File: config.mk
export PLATFORM = sky130hd
export DESIGN_NAME = branch_predictor
export DESIGN_NICKNAME = d
export VERILOG_FILES = /design/src/rtl/branch_predictor.sv
export SDC_FILE = /design/constraint.sdc
export NUM_CORES = 2
export LEC_CHECK = 0
export BUFFER_PORTS_ARGS = -buffer_cell sky130_fd_sc_hd__buf_2
export CAP_MARGIN = 20
export CORE_MARGIN = 2
export CORE_UTILIZATION = 40
export CTS_CLUSTER_SIZE = 10
export DETAILED_ROUTE_END_ITERATION = 8
export PLACE_DENSITY = 0.59
export SLEW_MARGIN = 25
export SYNTH_ARGS = -nofsm -noshare
export SYNTH_HDL_FRONTEND = slang
export SYNTH_SLANG_ARGS = --single-unit
File: constraint.sdc
create_clock -name clk_i -period 39.3 [get_ports clk_i]
set_input_delay 5.895 -clock clk_i [delete_from_list [all_inputs] [get_ports clk_i]]
set_output_delay 5.895 -clock clk_i [all_outputs]
set_load 0.1 [all_outputs]
File: src/rtl/branch_predictor.sv
// Direct-mapped BTB with saturating direction counters and optional gshare indexing.
// IF-stage lookup and ID-stage resolution are combinational; training lands on the clock edge.
module branch_predictor #(
  parameter int ADDR_W  = 32,
  parameter int ENTRIES = 16,
  parameter int CTR_W   = 2,
  parameter int GHR_W   = 0,
  parameter int CNT_W   = 16
) (
  input  logic                       clk_i,
  input  logic                       rst_i,
  input  logic                       flush_i,
  input  logic                       lookup_valid_i,
  input  logic [ADDR_W-1:0]          if_pc_i,
  output logic                       pred_taken_o,
  output logic [ADDR_W-1:0]          pred_target_o,
  output logic [$clog2(ENTRIES)-1:0] pred_idx_o,
  input  logic                       upd_valid_i,
  input  logic [ADDR_W-1:0]          upd_pc_i,
  input  logic [$clog2(ENTRIES)-1:0] upd_idx_i,
  input  logic                       upd_is_branch_i,
  input  logic                       upd_taken_i,
  input  logic [ADDR_W-1:0]          upd_target_i,
  input  logic                       upd_pred_taken_i,
  input  logic [ADDR_W-1:0]          upd_pred_target_i,
  output logic                       mispredict_o,
  output logic [ADDR_W-1:0]          redirect_pc_o,
  output logic [CNT_W-1:0]           perf_lookup_o,
  output logic [CNT_W-1:0]           perf_mispredict_o
);

  localparam int IDX_W = $clog2(ENTRIES);
  localparam int TAG_W = ADDR_W - IDX_W - 2;
  localparam int GHR_S = (GHR_W > 0) ? GHR_W : 1;
  localparam logic [CTR_W-1:0]  CTR_WT  = CTR_W'(1) << (CTR_W - 1);
  localparam logic [CTR_W-1:0]  CTR_WNT = CTR_WT - CTR_W'(1);
  localparam logic [ADDR_W-1:0] PC_STEP = ADDR_W'(4);

  logic [ENTRIES-1:0] valid_q, valid_d;
  logic [TAG_W-1:0]   tag_q    [ENTRIES];
  logic [TAG_W-1:0]   tag_d    [ENTRIES];
  logic [ADDR_W-1:0]  target_q [ENTRIES];
  logic [ADDR_W-1:0]  target_d [ENTRIES];
  logic [CTR_W-1:0]   ctr_q    [ENTRIES];
  logic [CTR_W-1:0]   ctr_d    [ENTRIES];
  logic [GHR_S-1:0]   ghr_q, ghr_d;
  logic [CNT_W-1:0]   perf_lookup_q, perf_lookup_d;
  logic [CNT_W-1:0]   perf_mis_q, perf_mis_d;

  logic [IDX_W-1:0]  lk_idx;
  logic              lk_hit;
  logic [TAG_W-1:0]  upd_tag;
  logic              upd_tag_match;
  logic              upd_hit;
  logic [ADDR_W-1:0] actual_pc;
  logic [ADDR_W-1:0] predicted_pc;

  // With GHR_W=0 the history term is forced to zero, giving plain bimodal indexing.
  function automatic logic [IDX_W-1:0] index_of(input logic [ADDR_W-1:0] pc,
                                                input logic [GHR_S-1:0]  ghr);
    logic [IDX_W-1:0] hist;
    hist = (GHR_W > 0) ? IDX_W'(ghr) : '0;
    return pc[IDX_W+1:2] ^ hist;
  endfunction

  always_comb begin
    lk_idx        = index_of(if_pc_i, ghr_q);
    lk_hit        = valid_q[lk_idx] && (tag_q[lk_idx] == if_pc_i[ADDR_W-1:IDX_W+2]);
    pred_idx_o    = lk_idx;
    pred_taken_o  = lk_hit && ctr_q[lk_idx][CTR_W-1];
    pred_target_o = pred_taken_o ? target_q[lk_idx] : if_pc_i + PC_STEP;
  end

  // Resolution is suppressed while reset is held so the discarded update never flushes.
  always_comb begin
    actual_pc     = upd_taken_i      ? upd_target_i      : upd_pc_i + PC_STEP;
    predicted_pc  = upd_pred_taken_i ? upd_pred_target_i : upd_pc_i + PC_STEP;
    mispredict_o  = !rst_i && upd_valid_i && (actual_pc != predicted_pc);
    redirect_pc_o = (!rst_i && upd_valid_i) ? actual_pc : '0;
  end

  always_comb begin
    valid_d       = valid_q;
    tag_d         = tag_q;
    target_d      = target_q;
    ctr_d         = ctr_q;
    ghr_d         = ghr_q;
    upd_tag       = upd_pc_i[ADDR_W-1:IDX_W+2];
    upd_tag_match = (tag_q[upd_idx_i] == upd_tag);
    upd_hit       = valid_q[upd_idx_i] && upd_tag_match;

    if (flush_i) begin
      valid_d = '0;
      ghr_d   = '0;
    end else if (upd_valid_i) begin
      if (upd_is_branch_i) begin
        if (upd_hit) begin
          if (upd_taken_i) begin
            if (ctr_q[upd_idx_i] != '1) ctr_d[upd_idx_i] = ctr_q[upd_idx_i] + CTR_W'(1);
            target_d[upd_idx_i] = upd_target_i;
          end else if (ctr_q[upd_idx_i] != '0) begin
            ctr_d[upd_idx_i] = ctr_q[upd_idx_i] - CTR_W'(1);
          end
        end else if (upd_taken_i) begin
          valid_d[upd_idx_i]  = 1'b1;
          tag_d[upd_idx_i]    = upd_tag;
          target_d[upd_idx_i] = upd_target_i;
          ctr_d[upd_idx_i]    = CTR_WT;
        end
        ghr_d = (GHR_W > 0) ? GHR_S'({ghr_q, upd_taken_i}) : '0;
      end else if (upd_pred_taken_i && upd_tag_match) begin
        valid_d[upd_idx_i] = 1'b0;
      end
    end
  end

  always_comb begin
    perf_lookup_d = perf_lookup_q;
    perf_mis_d    = perf_mis_q;
    if (lookup_valid_i && (perf_lookup_q != '1)) perf_lookup_d = perf_lookup_q + CNT_W'(1);
    if (mispredict_o && (perf_mis_q != '1))      perf_mis_d    = perf_mis_q + CNT_W'(1);
    perf_lookup_o     = perf_lookup_q;
    perf_mispredict_o = perf_mis_q;
  end

  always_ff @(posedge clk_i or posedge rst_i) begin
    if (rst_i) begin
      valid_q       <= '0;
      ghr_q         <= '0;
      perf_lookup_q <= '0;
      perf_mis_q    <= '0;
      for (int unsigned i = 0; i < ENTRIES; i++) begin
        tag_q[i]    <= '0;
        target_q[i] <= '0;
        ctr_q[i]    <= CTR_WNT;
      end
    end else begin
      valid_q       <= valid_d;
      ghr_q         <= ghr_d;
      perf_lookup_q <= perf_lookup_d;
      perf_mis_q    <= perf_mis_d;
      for (int unsigned i = 0; i < ENTRIES; i++) begin
        tag_q[i]    <= tag_d[i];
        target_q[i] <= target_d[i];
        ctr_q[i]    <= ctr_d[i];
      end
    end
  end

endmodule

Word-level counts from Yosys, hierarchy flattened --
Index checks and enable logic that the tools add are counted.
Storage, ports and cells: memories kept 0, latch bits 0, output and inout bits 102, flip-flop bits (word level) 1008, bits in read-only memories 0, RAM bits 0, input bits 140, word-level logic and storage cells 148
Operators by class: shift-type cells 0, mux-type cells 46, multipliers 0, $add $sub $neg 6, equal/unequal tests 9, $lt $le $gt $ge 6, divide/modulo/power cells 0, reduce and logical (&&, ||, !) cells 20, bitwise operators 10
Operator list (number):
- $bwmux 512 | 1
- $bwmux 416 | 1
- $mux 32 | 12
- $bmux 26 s4 | 2
- $mux 26 | 5
- $bmux 32 s4 | 1
- $demux 32 s4 | 1
- $demux 26 s4 | 1
- $mux 16 | 6
- $add 32x3->32 const B | 2
- $bwmux 32 | 2
- $eq 26x26->1 | 2
- $add 16x1->16 const B | 2
- $and 16x16->16 | 2
- $ne 16x16->1 const B | 2
- $ne 32x32->1 | 1
- $not 16->16 | 2
- $or 16x16->16 | 2
- $bmux 2 s4 | 2
- $ge 5x5->1 const B | 2
- $logic_and 1x1->1 | 10
- $lt 4x5->1 const B | 2
- $mux 2 | 5
- $not 4->5 | 2
- 18 further kinds | 27

Depth between registers and ports, before layout --
depth in word-level cells 10, mapped depth 18, mapped depth without buffers 11

Worst setup path after synthesis --
Ideal clock, no wire load.
path kind input to output, start point input port rst_i, end point output port redirect_pc_o[4], cell stages on the path 3, arrival 33.346 ns, data required time 33.405 ns, slack 0.059 ns, buffers on the path 0, path through inv_1 nand2_1 a211oi_1
On the way: word-level cells in the longest chain between the ends 3
Ends and longest elaborated chain:
- start: declaration | line 11 | input logic rst_i,
- $logic_not 1->1 (no line)
- $logic_and 1x1->1 | line 79 | redirect_pc_o = (!rst_i && upd_valid_i) ? actual_pc : '0;
- $mux 32 | line 79
- end: declaration | line 27 | output logic [ADDR_W-1:0] redirect_pc_o,
No other way between the ends.

Worst setup path in the final report --
start point input port if_pc_i[2], end point output port pred_target_o[22]
On the way: word-level cells in the longest chain between the ends 8, elaborated cells between the ends (all ways) 17, classes of those cells add/sub (1); eq/ne (1); mux (12); bitwise (1); reduce/logical (2)
Ends and longest elaborated chain:
- start: declaration | line 14 | input logic [ADDR_W-1:0] if_pc_i,
- $not 4->5 (not written as such) | line 68, 70, 71
- $bmux 26 s4 | line 68 | lk_hit = valid_q[lk_idx] && (tag_q[lk_idx] == if_pc_i[ADDR_W-1:IDX_W+2]);
- $mux 26 (not written as such) (2 in a row) | line 68
- $eq 26x26->1 | line 68
- $logic_and 1x1->1 | line 68
- $logic_and 1x1->1 | line 70 | pred_taken_o = lk_hit && ctr_q[lk_idx][CTR_W-1];
- $mux 32 * | line 71 | pred_target_o = pred_taken_o ? target_q[lk_idx] : if_pc_i + PC_STEP;
- end: declaration | line 16 | output logic [ADDR_W-1:0] pred_target_o,
Mark *: on every way between the ends. The rest lies on a longest branch, timed or not. The select of a mux whose other input is x is not followed.

==> results.py <==
metrics = {
    "drt": {
        "ant_nets": 0,
        "via_count": 35172,
        "totalWireLength_um": 168000,
        "viasPerCell": 6.00,
        "dr.first_iter.drc_count": 3391,
        "drt-pass1-iter-count": 5,
        "wl_per_cell_um": 28.7,
        "drc": 0,
    },
    "synth": {
        "synth_adder_area_share_pct": 0.140,
        "ys_seq_area_share_pct": 47.1,
        "ys_warn_count": 0,
        "yosysUniqueCellTypes": 83,
        "synth_seq_cells": 1008,
        "synth.area.mux_share_pct": 35.0,
        "synth_top_area_cell": "dfrtp_1",
        "synth_compound_area_share_pct": 4.77,
        "synth.most_common_cell": "dfrtp_1",
        "synthSimpleGateAreaFrac_pct": 5.85,
        "synthFlopType": "dfrtp_1",
        "synth_top_family_by_area": "multiplexers",
        "yosys.area.top_type_share_pct": 46.3,
        "syn_area_um2": 53600,
        "synth_nets": 4126,
        "netlist_instances": 3980,
        "synth-xor-area-share_pct": 3.64,
        "synth_edf_count": 0,
        "synth.top_cells.by_count": "dfrtp_1, mux2_2, mux4_2",
        "async_flop_share_pct": 100,
        "syn_area_per_cell_um2": 13.5,
        "yosys-top-cells-area": "dfrtp_1, mux2_2, mux4_2, xnor2_1, nand2_1",
    },
    "sta": {
        "fin_crit_sh_pct": 44.1,
        "drv_slew": 0,
        "hold_ws_ps": 476,
        "fin_setup_tns_ps": 0,
        "setup_viol": 0,
        "relSlewSlack_pct": 32.7,
        "max_freq_mhz": 57.7,
        "worstMarginPinSlew_ps": 1010,
        "hold_violations": 0,
        "min_period_ps": 17330,
        "rsz0062_at_grt": "false",
        "finalClockSkew_ps": 68.3,
    },
    "floorplan": {
        "dieArea_um2": 137000,
        "rows": 134,
        "die_w_um": 370,
        "start_util_pct": 40.2,
        "pin_count": 242,
        "die_h_um": 370,
        "core_area_um2": 133000,
    },
    "layout": {
        "drive_above_1_share_pct": 42.5,
        "nets": 4173,
        "layoutNonFillerInstCount": 5858,
        "areaGrowthSynthToFinish_pct": 10.6,
    },
    "global_route": {
        "grt_pass1_wl_um": 248000,
        "grt_antenna_before_repair": 32,
        "grt-ovfl-total": 0,
        "grt_pass1_vias": 35237,
        "grt_util_all_layers_pct": 24.5,
        "grt_max_degree": 188,
    },
    "power": {
        "internal_power_uw": 1840,
        "p_seq_share_pct": 45.7,
        "p_sw_share_pct": 28.7,
        "power_density_nw_per_um2": 43.5,
        "power_frac_comb_pct": 16.3,
        "ir_drop_mv": 0.0351,
        "netSwitchingPower_uw": 740,
        "p_leak_uw": 0.0266,
        "power_uw": 2580,
        "clockPowerShare_pct": 38.0,
    },
    "worst_setup_path": {
        "worstPathArrival_ps": 11430,
        "crit_type": "in -> out",
        "cp-start-kind": "primary input",
        "r2r_start": "tag_q[325]$_DFFE_PP0P_",
        "crit_path_end_kind": "output pin",
        "crit_required_ps": 33400,
        "crit_fanout": 61,
        "critPathLaunch": "if_pc_i[2]",
    },
    "status": {
        "outcome": "finished, final reports clean",
    },
    "clock_tree": {
        "h-tree-depth": 3,
        "cts_resized": 0,
        "post_cts_buffers": 0,
        "hold_buffers": 0,
        "clkSlewWorstSetupHoldPaths_ps": 60,
        "cts_num_sinks": 1008,
        "cts_tree": "built",
        "insertion_delay_ps": 750,
        "clock-root-buffer": "clkbuf_16",
        "clockBufferDepth": 3,
        "cts_buffers": 115,
    },
    "hold_path": {
        "hold_path_class": "reg -> reg",
        "min_from": "target_q[354]$_DFFE_PP0P_",
    },
    "run": {
        "maxCapViolCount": 0,
    },
    "placement": {
        "gp_congestion": 0.896,
        "numPortBuffers": 241,
        "placed_cells": 5675,
        "place_hpwl_um": 105000,
    },
}
## registers in the layout (all words and copies together) (netlist names)
signal / cells
tag_q: 416
target_q: 512
ctr_q: 32
valid_q: 16
perf_mispredict_o: 16
perf_lookup_o: 16
## cells in the final DEF (no fill, tap or decap), drive strengths merged, types with 7 or more instances in the layout
cell type / Yosys / final
a221oi: 18 / 18
diode: 0 / 18
or3: 9 / 9
a22o: 12 / 12
dfrtp: 992 / 992
nand2: 263 / 263
o21ai: 189 / 189
nand4: 36 / 36
nor2: 115 / 115
and2: 7 / 7
a21oi: 60 / 60
o31ai: 8 / 8
nand2b: 15 / 15
xnor2: 145 / 145
nand3: 69 / 69
mux4: 372 / 372
dfstp: 16 / 16
a22oi: 22 / 22
a211oi: 14 / 14
clkinv: 2 / 11
inv: 20 / 22
nor3: 27 / 27
mux2i: 93 / 93
nor2b: 16 / 16
xor2: 68 / 68
a21boi: 11 / 11
nor4: 28 / 28
clkbuf: 245 / 148
buf: 137 / 312
a31oi: 21 / 21
mux2: 839 / 839
and3: 22 / 22
## layout make-up
type	count	area [um^2]
multi-input combinational	2568	26600
clock buffer	148	3030
fill	12119	74000
clock inverter	14	229
tap	1768	2210
timing repair buffer	312	1890
inverter	22	90.1
antenna	18	45.0
sequential	1008	25200
## power by group through the flow
stage	logic, uW	clock network [uW]	registers [uW]
final	420	981	1180
after global routing	447	1040	1190
after detailed placement	420	0	1200
after CTS	421	1000	1180
after global placement	415	0	1190
after floorplan	278	0	1230
## kinds of logic after synthesis
family          Yosys count
xor+xnor                216
mux                    1304
buf+inv                 404
compound gates          406
fa+ha+maj                 6
flops                  1008
simple gates            636
## worst paths after layout
| check | end | depth (start not counted) | slack, ps |
|---|---|---|---|
| max | pred_target_o[22] | 13 | 21970 |
| min | target_q[354]$_DFFE_PP0P_ | 2 | 480 |
| max reg2reg | tag_q[198]$_DFFE_PP0P_ | 11 | 34560 |
| min reg2reg | target_q[354]$_DFFE_PP0P_ | 2 | 480 |
| max in group asynchronous | target_q[373]$_DFFE_PP0P_ | 5 | 31670 |
| min in group asynchronous | perf_mispredict_o[4]$_DFFE_PP0P_ | 2 | 5260 |
## routing by layer
| layer | vias up | track usage (%) | wire length [um] |
|---|---|---|---|
| met2 | 1191 | 37.3 | 76200 |
| met1 | 18803 | 34.6 | 71100 |
| li1 | 14873 | - | - |
| met3 | 279 | 6.41 | 16000 |
| met5 | - | 0 | 172 |
| met4 | 26 | 7.22 | 4910 |
## metrics by stage
stage	instance area, um^2	setup slack (ps)	util, %
final	59300	21970	44.5
after global routing	59300	21600	44.5
after CTS	59200	21900	44.4
after detailed placement	55900	21900	41.9
after global placement	55900	22020	41.9
after floorplan	53600	59.5	-
## critical path, stage by stage
cell and delay [ps]:
buf_8 470, buf_4 840, buf_4 700, mux4_2 580
mux4_2 490, xnor2_1 190, nand4_1 110, or3_1 400
nor4_4 280, buf_4 580, nand2_1 150, o21ai_0 120
buf_2 450
Power figures use the tool's default switching activity.
